**config.mk**
```make
export PLATFORM = sky130hd
export DESIGN_NAME = traffic_phase_timer
export DESIGN_NICKNAME = d
export VERILOG_FILES = /design/src/rtl/traffic_pkg.sv /design/src/rtl/tick_prescaler.sv /design/src/rtl/traffic_phase_timer.sv
export SDC_FILE = /design/constraint.sdc
export NUM_CORES = 1
export LEC_CHECK = 0
export BUFFER_PORTS_ARGS = -buffer_cell sky130_fd_sc_hd__buf_2
export CORE_MARGIN = 5
export CORE_UTILIZATION = 50
export CTS_BUF_LIST = sky130_fd_sc_hd__clkbuf_4 sky130_fd_sc_hd__clkbuf_8
export DETAILED_ROUTE_END_ITERATION = 10
export PLACE_DENSITY = 0.64
export SETUP_SLACK_MARGIN = 0.15
export SLEW_MARGIN = 20
export SYNTH_ARGS = -nofsm -noshare
export SYNTH_HDL_FRONTEND = slang
export SYNTH_SLANG_ARGS = --single-unit
```
**constraint.sdc**
```tcl
create_clock -name clk -period 5.3 [get_ports clk]
set_clock_uncertainty 0.05 [all_clocks]
set_input_delay 0.53 -clock clk [delete_from_list [all_inputs] [get_ports clk]]
set_output_delay 0.53 -clock clk [all_outputs]
set_load 0.1 [all_outputs]
```
**src/rtl/traffic_pkg.sv**
```systemverilog
// Shared constants for the highway/country-road light controller and its phase timer.
package traffic_pkg;

  localparam logic MODE_LONG  = 1'b0;
  localparam logic MODE_SHORT = 1'b1;

  localparam int DEF_TICK_DIV    = 50_000_000;
  localparam int DEF_LONG_TICKS  = 30;
  localparam int DEF_SHORT_TICKS = 5;
  localparam int DEF_CNT_W       = 8;

endpackage

```
**src/rtl/tick_prescaler.sv**
```systemverilog
// Divides clk into one-cycle phase ticks; clr restarts the division, en freezes it.
module tick_prescaler
  import traffic_pkg::*;
#(
  parameter int TICK_DIV = DEF_TICK_DIV
) (
  input  logic clk,
  input  logic rst_n,
  input  logic clr,
  input  logic en,
  output logic tick
);

  localparam int PRE_W = (TICK_DIV > 1) ? $clog2(TICK_DIV) : 1;
  localparam logic [PRE_W-1:0] LAST = PRE_W'(TICK_DIV - 1);

  logic [PRE_W-1:0] pre;

  assign tick = en && !clr && (pre == LAST);

  always_ff @(posedge clk or negedge rst_n) begin
    if (!rst_n) begin
      pre <= '0;
    end else if (clr) begin
      pre <= '0;
    end else if (en) begin
      pre <= (pre == LAST) ? '0 : pre + PRE_W'(1);
    end
  end

endmodule

```
**src/rtl/traffic_phase_timer.sv**
```systemverilog
// Phase-duration timer for the light controller; restarts on every mode_count change.
// Optional TRAFFIC_TIMER_PAUSE_EN adds a pause input that freezes counting.
module traffic_phase_timer
  import traffic_pkg::*;
#(
  parameter int TICK_DIV    = DEF_TICK_DIV,
  parameter int LONG_TICKS  = DEF_LONG_TICKS,
  parameter int SHORT_TICKS = DEF_SHORT_TICKS,
  parameter int CNT_W       = DEF_CNT_W
) (
  input  logic             clk,
  input  logic             rst_n,
  input  logic             mode_count,
`ifdef TRAFFIC_TIMER_PAUSE_EN
  input  logic             pause,
`endif
  output logic             time_out,
  output logic [CNT_W-1:0] remain
);

  localparam longint CNT_MAX = (64'd1 << CNT_W) - 1;

  if (TICK_DIV < 1) begin : g_bad_div
    $error("traffic_phase_timer: TICK_DIV must be at least 1");
  end
  if (LONG_TICKS < 1 || longint'(LONG_TICKS) > CNT_MAX) begin : g_bad_long
    $error("traffic_phase_timer: LONG_TICKS must be 1..2^CNT_W-1");
  end
  if (SHORT_TICKS < 1 || longint'(SHORT_TICKS) > CNT_MAX) begin : g_bad_short
    $error("traffic_phase_timer: SHORT_TICKS must be 1..2^CNT_W-1");
  end

  localparam logic [CNT_W-1:0] LONG_LD  = CNT_W'(LONG_TICKS);
  localparam logic [CNT_W-1:0] SHORT_LD = CNT_W'(SHORT_TICKS);

  logic             mode_q;
  logic [CNT_W-1:0] rem_q;
  logic             done_q;
  logic             restart;
  logic             en;
  logic             tick;

  assign restart = (mode_count != mode_q);

`ifdef TRAFFIC_TIMER_PAUSE_EN
  assign en = !done_q && !pause;
`else
  assign en = !done_q;
`endif

  tick_prescaler #(
    .TICK_DIV (TICK_DIV)
  ) u_prescaler (
    .clk   (clk),
    .rst_n (rst_n),
    .clr   (restart),
    .en    (en),
    .tick  (tick)
  );

  // Restart wins over a coincident tick; tick already implies counting is enabled.
  always_ff @(posedge clk or negedge rst_n) begin
    if (!rst_n) begin
      mode_q <= MODE_LONG;
      rem_q  <= LONG_LD;
      done_q <= 1'b0;
    end else if (restart) begin
      mode_q <= mode_count;
      rem_q  <= (mode_count == MODE_SHORT) ? SHORT_LD : LONG_LD;
      done_q <= 1'b0;
    end else if (tick) begin
      rem_q <= rem_q - CNT_W'(1);
      if (rem_q == CNT_W'(1)) begin
        done_q <= 1'b1;
      end
    end
  end

  // Masking with the live mode keeps a stale done from leaking into the next phase.
  assign time_out = done_q && (mode_count == mode_q);
  assign remain   = rem_q;

endmodule

```
==> results of run 1 <==
## critical path: stages (launching register included)
cell                       delay, ns
sky130_fd_sc_hd__dfrtp_1        0.41
sky130_fd_sc_hd__nand2b_1       0.13
sky130_fd_sc_hd__nor2b_1        0.19
sky130_fd_sc_hd__nand2_1        0.38
sky130_fd_sc_hd__inv_1          0.48
sky130_fd_sc_hd__buf_2          0.51
## layout make-up
cell class / instances / area (µm²) / area share, %
multi-input combinational: 174 / 1060 / 47.2
clock inverter: 3 / 42.5 / 1.90
tap: 50 / 62.6 / 2.79
timing repair buffer: 12 / 62.6 / 2.79
inverter: 11 / 41.3 / 1.84
sequential: 36 / 906 / 40.4
clock buffer: 5 / 68.8 / 3.07
## cell families after synthesis
group	after synthesis
multiplexers	2
XOR/XNOR	9
AND/OR/NAND/NOR	101
flip-flops	36
adder cells (fa/ha/maj)	5
buffers and inverters	22
AO/OA/AOI/OAI	57
## power by group through the flow
| stage | clock network, mW | logic, mW | registers, mW |
|---|---|---|---|
| after floorplan | 0 | 0.0560 | 0.335 |
| after global placement | 0 | 0.0830 | 0.326 |
| after detailed placement | 0 | 0.0834 | 0.325 |
| after CTS | 0.250 | 0.0838 | 0.320 |
| after global routing | 0.259 | 0.0923 | 0.324 |
| final | 0.243 | 0.0830 | 0.321 |
## cell usage after synthesis (all sizes together) (2+ instances only)
cell type / number
xnor2: 3
clkbuf: 6
buf: 5
nand2b: 5
nor3: 7
nand2: 22
dfrtp: 32
o21ai: 15
and4: 4
or4: 2
nand3b: 3
maj3: 2
nor2: 17
dfstp: 4
inv: 11
a21oi: 16
nor2b: 2
a31oi: 18
nor4: 8
ha: 3
xor2: 6
nand4: 13
nand3: 12
## sequential cells by signal (all words and copies together), names as in the netlist
signal	flops
remain	8
mode_q	1
done_q	1
u_prescaler.pre	26
## layer usage
layer / GRT usage, % / vias up
li1: - / 876
met1: 27.1 / 826
met2: 25.3 / 39
met3: 4.05 / 6
met4: 8.05 / 0
met5: 0 / -
## worst paths after layout
check / startpoint / to / slack, ns / cells after the start
min reg2reg: u_prescaler.pre[19] / u_prescaler.pre[19] / 0.46 / 1
max reg2reg: u_prescaler.pre[13] / remain[0] / 2.82 / 5
min in group clk: mode_count / mode_q / 0.35 / 1
min: rst_n / u_prescaler.pre[2] / 0.26 / 1
max in group asynchronous: rst_n / u_prescaler.pre[13] / 4.44 / 1
max: mode_q / time_out / 2.33 / 5
## stage by stage
| stage | utilization (%) | hold WS (ns) | power [mW] | cell area [µm²] | std cells |
|---|---|---|---|---|---|
| 2_1_floorplan | - | 0.184 | 0.391 | 2060 | 232 |
| 3_3_place_gp | 53.3 | 0.426 | 0.409 | 2130 | 283 |
| 3_5_place_dp | 53.3 | 0.450 | 0.409 | 2130 | 283 |
| 4_1_cts | 56.1 | 0.298 | 0.653 | 2240 | 291 |
| 5_1_grt | 56.1 | 0.332 | 0.676 | 2240 | 291 |
| 6_report | 56.1 | 0.263 | 0.647 | 2240 | 291 |
==> impl_metrics.yaml, run 1 <==
timing:
  timing.setup.tns_ns: 0
  finalWorstPathRequiredPeriod_ns: 2.97
  maxSlewHeadroom_pct: 47.7
  setup_viol_count_final: 0
  max_clock_freq_mhz: 337
  timing_worst_slew_pin_value_ns: 0.784
  final-max-slew-violation-count: 0
  timing.final.ws_setup_ns: 2.33
  timing.final.crit_share_pct: 56.0
  grt_setup_unrepaired: "false"
  hold_viol: 0
routing:
  highest_routing_layer_actually_used: "met4"
  routed_wirelength_mm: 4.56
  post_drt_via_cell_ratio: 6.00
  dr_total_vias: 1747
  met2_wirelength_mm: 1.96
  met3_length_um: 215
  drt-wirelength-per-cell_um: 15.7
  drtIter0Drc: 151
  post-route-drc-count: 0
  detail_route.wirelength.met1_mm: 2.32
  drt_pass1_iterations: 4
  ant_nets_after_route: 0
die:
  die_area_um2: 5490
  die_x_um: 74.1
  chipHeight_um: 74.1
  num_io_pins: 12
  core-area_um2: 4000
  core.rowCount: 23
  initial_utilization_pct: 51.4
synth:
  synth-edff-count: 0
  syn-instance-count: 232
  ys.flop_type: "sky130_fd_sc_hd__dfrtp_1"
  netlist_cell_types: 44
  adder_and_majority_cell_fraction_of_the_synthesized_area_pct: 2.80
  synth-compound-area-share_pct: 16.9
  synth_top_area_share_pct: 39.0
  ys_ff_latch: 36
  yosys-mux-area-fraction_pct: 1.03
  ys_warn_count: 0
  post_synth_and_or_nand_nor_area_fraction_pct: 27.0
  synth_top_cells_by_area: "sky130_fd_sc_hd__dfrtp_1 39%, sky130_fd_sc_hd__a31oi_1 5.5%, sky130_fd_sc_hd__dfstp_2 5.1%"
  yosys.area_share.xor_xnor_pct: 3.83
  synthesis.area_per_instance_um2: 8.86
  synthArstFlopShare_pct: 100
  syn_nets: 238
  yosysSeqAreaShare_pct: 44.1
  synth_top_cell_by_area: "sky130_fd_sc_hd__dfrtp_1"
  netlist_area_before_placement_um2: 2060
  combinational_family_with_the_most_area_after_synthesis: "simple AND/OR/NAND/NOR gates"
power_and_ir_drop:
  leakage_nw: 0.889
  internal-power_uw: 456
  power_density_nw_per_um2: 288
  switching_power_uw: 191
  power.clock.fraction_pct: 37.5
  ir_worst_vdd_uv: 173
  power.share.switching_pct: 29.5
  seq_power_share_pct: 49.6
  power_frac_comb_pct: 12.8
job:
  cap_viol_max_count: 0
setup_path:
  crit_type: "register to output pin"
  crit_path_start_kind: "register"
  critical_path.max_fanout: 15
  worstPathRequired_ns: 4.72
  critical_path_arrival_ns: 2.39
  setup.worst_path.end_class: "output pin"
clocking:
  tritoncts: "done"
  clk_pin_slew_ns: 0.07
  htree_num_levels: 2
  clkSinkCount: 36
  postCtsHoldBufs: 0
  source_to_sink_clock_delay_at_the_later_pin_of_the_worst_skew_pair_ns: 0.29
  cts_bufs_inserted: 5
  post_cts_buffers: 0
  root_driver: "sky130_fd_sc_hd__clkbuf_8"
  cts.repair.resized: 0
  cts.path.max_buffers: 2
finish:
  layout_common_cells: "32 x sky130_fd_sc_hd__dfrtp_1, 21 x sky130_fd_sc_hd__nand2_1, 18 x sky130_fd_sc_hd__a31oi_1"
  drive_above_1_share_pct: 12.0
  synthToLayoutAreaGrowth_pct: 9.13
  layout.cells.most_common: "sky130_fd_sc_hd__dfrtp_1"
  num-fill-cells: 355
  design.final.nets: 246
  antenna_cells: 0
grt:
  first_global_vias: 1559
  grt_start_max_net_pins: 44
  grt_util_all_layers_pct: 18.3
  first_pass_grt_wire_length_mm: 7.67
  overflow: 0
  grt_antenna_before_repair: 0
run_status:
  run_status: "finished, final reports clean"
placement:
  place.gp.congestion: 0.800
  post-dp-hpwl_mm: 3.16
  dp_slack_ns: 2.35
  io_buffer_count: 11
worst_hold_path:
  min-delay-path-class: "input port to asynchronous set/reset pin"
No activity file was read; power rests on OpenSTA's default activity.
==> inputs of run 2 (changes only) <==
==> constraint.sdc (replaced) <==
create_clock -name clk -period 3.07 [get_ports clk]
set_clock_uncertainty 0.05 [all_clocks]
set_input_delay 0.307 -clock clk [delete_from_list [all_inputs] [get_ports clk]]
set_output_delay 0.307 -clock clk [all_outputs]
set_load 0.1 [all_outputs]
==> run 2 against run 1 <==
Net effect:
- first-iteration DRC count rose by 7.3%
- die area is the same
- clock power is 88% higher
- count of clock-buffer cells in the layout grew 2
- core utilization increased by 0.75 points
- wire length shrank 2.3%
- combinational power is 71% higher
- critical path depth rose by 1
- flip-flop and latch count unchanged
- hold slack lost 0.21 ns
- critical path type unchanged
==> impl_metrics.yaml, run 2 (synthesis gave the netlist of run 1 again) <==
run_status:
  run_status: "finished, final reports clean"
setup_path:
  worst-path-buf-inv: 3
  worstPathRequired_ns: 2.71
  setup.worst_path.end_class: "output pin"
  logic_depth_of_the_worst_setup_path_including_buffers: 6
  reg2reg_slack_ns: 0.63
  cp_cell_sequence: "nand2b_1, nor2b_1, nand2_1, buf_4, inv_1, buf_2"
  crit_path_max_incr_delay_ns: 0.51
  critical_path.max_fanout: 15
  regToRegEndpoint: "u_prescaler.pre[24]"
  critical_path_end: "time_out"
  timing.reg2reg.worst_path_depth: 6
  worst_r2r_startpoint: "u_prescaler.pre[11]"
  crit_slowest_cell: "sky130_fd_sc_hd__buf_2"
  crit_path_start_kind: "register"
  timing.critical_path.max_delay_family: "buffers and inverters"
  critical_path_arrival_ns: 2.14
  critical_path_origin: "mode_q"
  crit_type: "register to output pin"
finish:
  design.final.nets: 248
  stdcell_area_um2: 2270
  layout_common_cells: "32 x sky130_fd_sc_hd__dfrtp_1, 21 x sky130_fd_sc_hd__nand2_1, 18 x sky130_fd_sc_hd__a31oi_1"
  synthToLayoutAreaGrowth_pct: 10.6
  layout.cells.most_common: "sky130_fd_sc_hd__dfrtp_1"
  antenna_cells: 0
  instances_no_fill: 293
  drive_above_1_share_pct: 12.8
  largest_reg_flops: 26
  largest_register: "u_prescaler.pre"
placement:
  placedInstanceArea_um2: 2150
  io_buffer_count: 11
  place.gp.congestion: 0.842
  place_inst: 285
  post-dp-hpwl_mm: 3.18
worst_hold_path:
  min-delay-path-class: "input port to asynchronous set/reset pin"
routing:
  ant_nets_after_route: 0
  post-route-drc-count: 0
  drtIter0Drc: 162
  post_drt_via_cell_ratio: 5.98
  dr_total_vias: 1751
  drt_pass1_iterations: 4
  routed_wirelength_mm: 4.46
  drt-wirelength-per-cell_um: 15.2
grt:
  first_global_vias: 1594
  grt_start_max_net_pins: 37
  grt_util_all_layers_pct: 18.4
  grt_antenna_before_repair: 0
  first_pass_grt_wire_length_mm: 7.63
  overflow: 0
timing:
  final-max-slew-violation-count: 0
  hold_viol: 0
  max_clock_freq_mhz: 400
  setup_viol_count_final: 0
  timing_worst_slew_pin_value_ns: 0.796
  maxSlewHeadroom_pct: 46.9
  finalWorstPathRequiredPeriod_ns: 2.50
  timing.setup.tns_ns: 0
  timing.final.crit_share_pct: 81.4
  grt_setup_unrepaired: "false"
  whs_ns: 0.0488
clocking:
  htree_num_levels: 2
  root_driver: "sky130_fd_sc_hd__clkbuf_8"
  clk_pin_slew_ns: 0.07
  cts.repair.resized: 0
  tritoncts: "done"
  cts_bufs_inserted: 5
  cts.path.max_buffers: 2
  clkSinkCount: 36
  post_cts_buffers: 0
  postCtsHoldBufs: 0
  source_to_sink_clock_delay_at_the_later_pin_of_the_worst_skew_pair_ns: 0.29
die:
  chipHeight_um: 74.1
  die_area_um2: 5490
  core-area_um2: 4000
  num_io_pins: 12
  core.rowCount: 23
  die_x_um: 74.1
  initial_utilization_pct: 51.4
power_and_ir_drop:
  ir_worst_vdd_uv: 312
  power_density_nw_per_um2: 506
  fin_total_pwr_mw: 1.15
  leakage_nw: 0.907
job:
  cap_viol_max_count: 0
==> run 2: metrics by stage <==
step,setup slack [ns],utilization [%]
2_1_floorplan,0.705,-
3_3_place_gp,0.641,53.7
3_5_place_dp,0.625,53.7
4_1_cts,0.535,56.8
5_1_grt,0.397,56.8
6_report,0.571,56.8
==> run 2: how the worst min path moves through the flow <==
| stage | startpoint | to | depth (start not counted) |
|---|---|---|---|
| final | rst_n | done_q | 1 |
| after global routing | rst_n | done_q | 1 |
| after CTS | rst_n | done_q | 1 |
| after floorplan | rst_n | done_q | 0 |
| after detailed placement | rst_n | u_prescaler.pre[9] | 1 |
| after global placement | rst_n | u_prescaler.pre[10] | 1 |
==> run 2: area by class of cell <==
class                           instances  area, µm²
Tap cell                               50       62.6
Clock buffer                            7       96.3
Sequential cell                        36        906
Fill cell                             379       1730
Clock inverter                          1       30.0
Inverter                               11       41.3
Multi-Input combinational cell        174       1060
Timing Repair Buffer                   14       77.6
==> run 2: report_power, final <==
part           leakage [nW]  internal, mW  switching, mW
registers             0.480         0.506         0.0454
clock network        0.0645         0.287          0.169
logic                 0.363        0.0411          0.101
total                 0.907         0.834          0.316
==> run 2: layer usage <==
metal / up-vias / GRT usage [%] / routed length, µm
met1: 845 / 25.0 / 2190
li1: 882 / - / -
met2: 18 / 28.8 / 2060
met5: - / 0 / 0
met3: 6 / 4.46 / 144
met4: 0 / 6.44 / 62
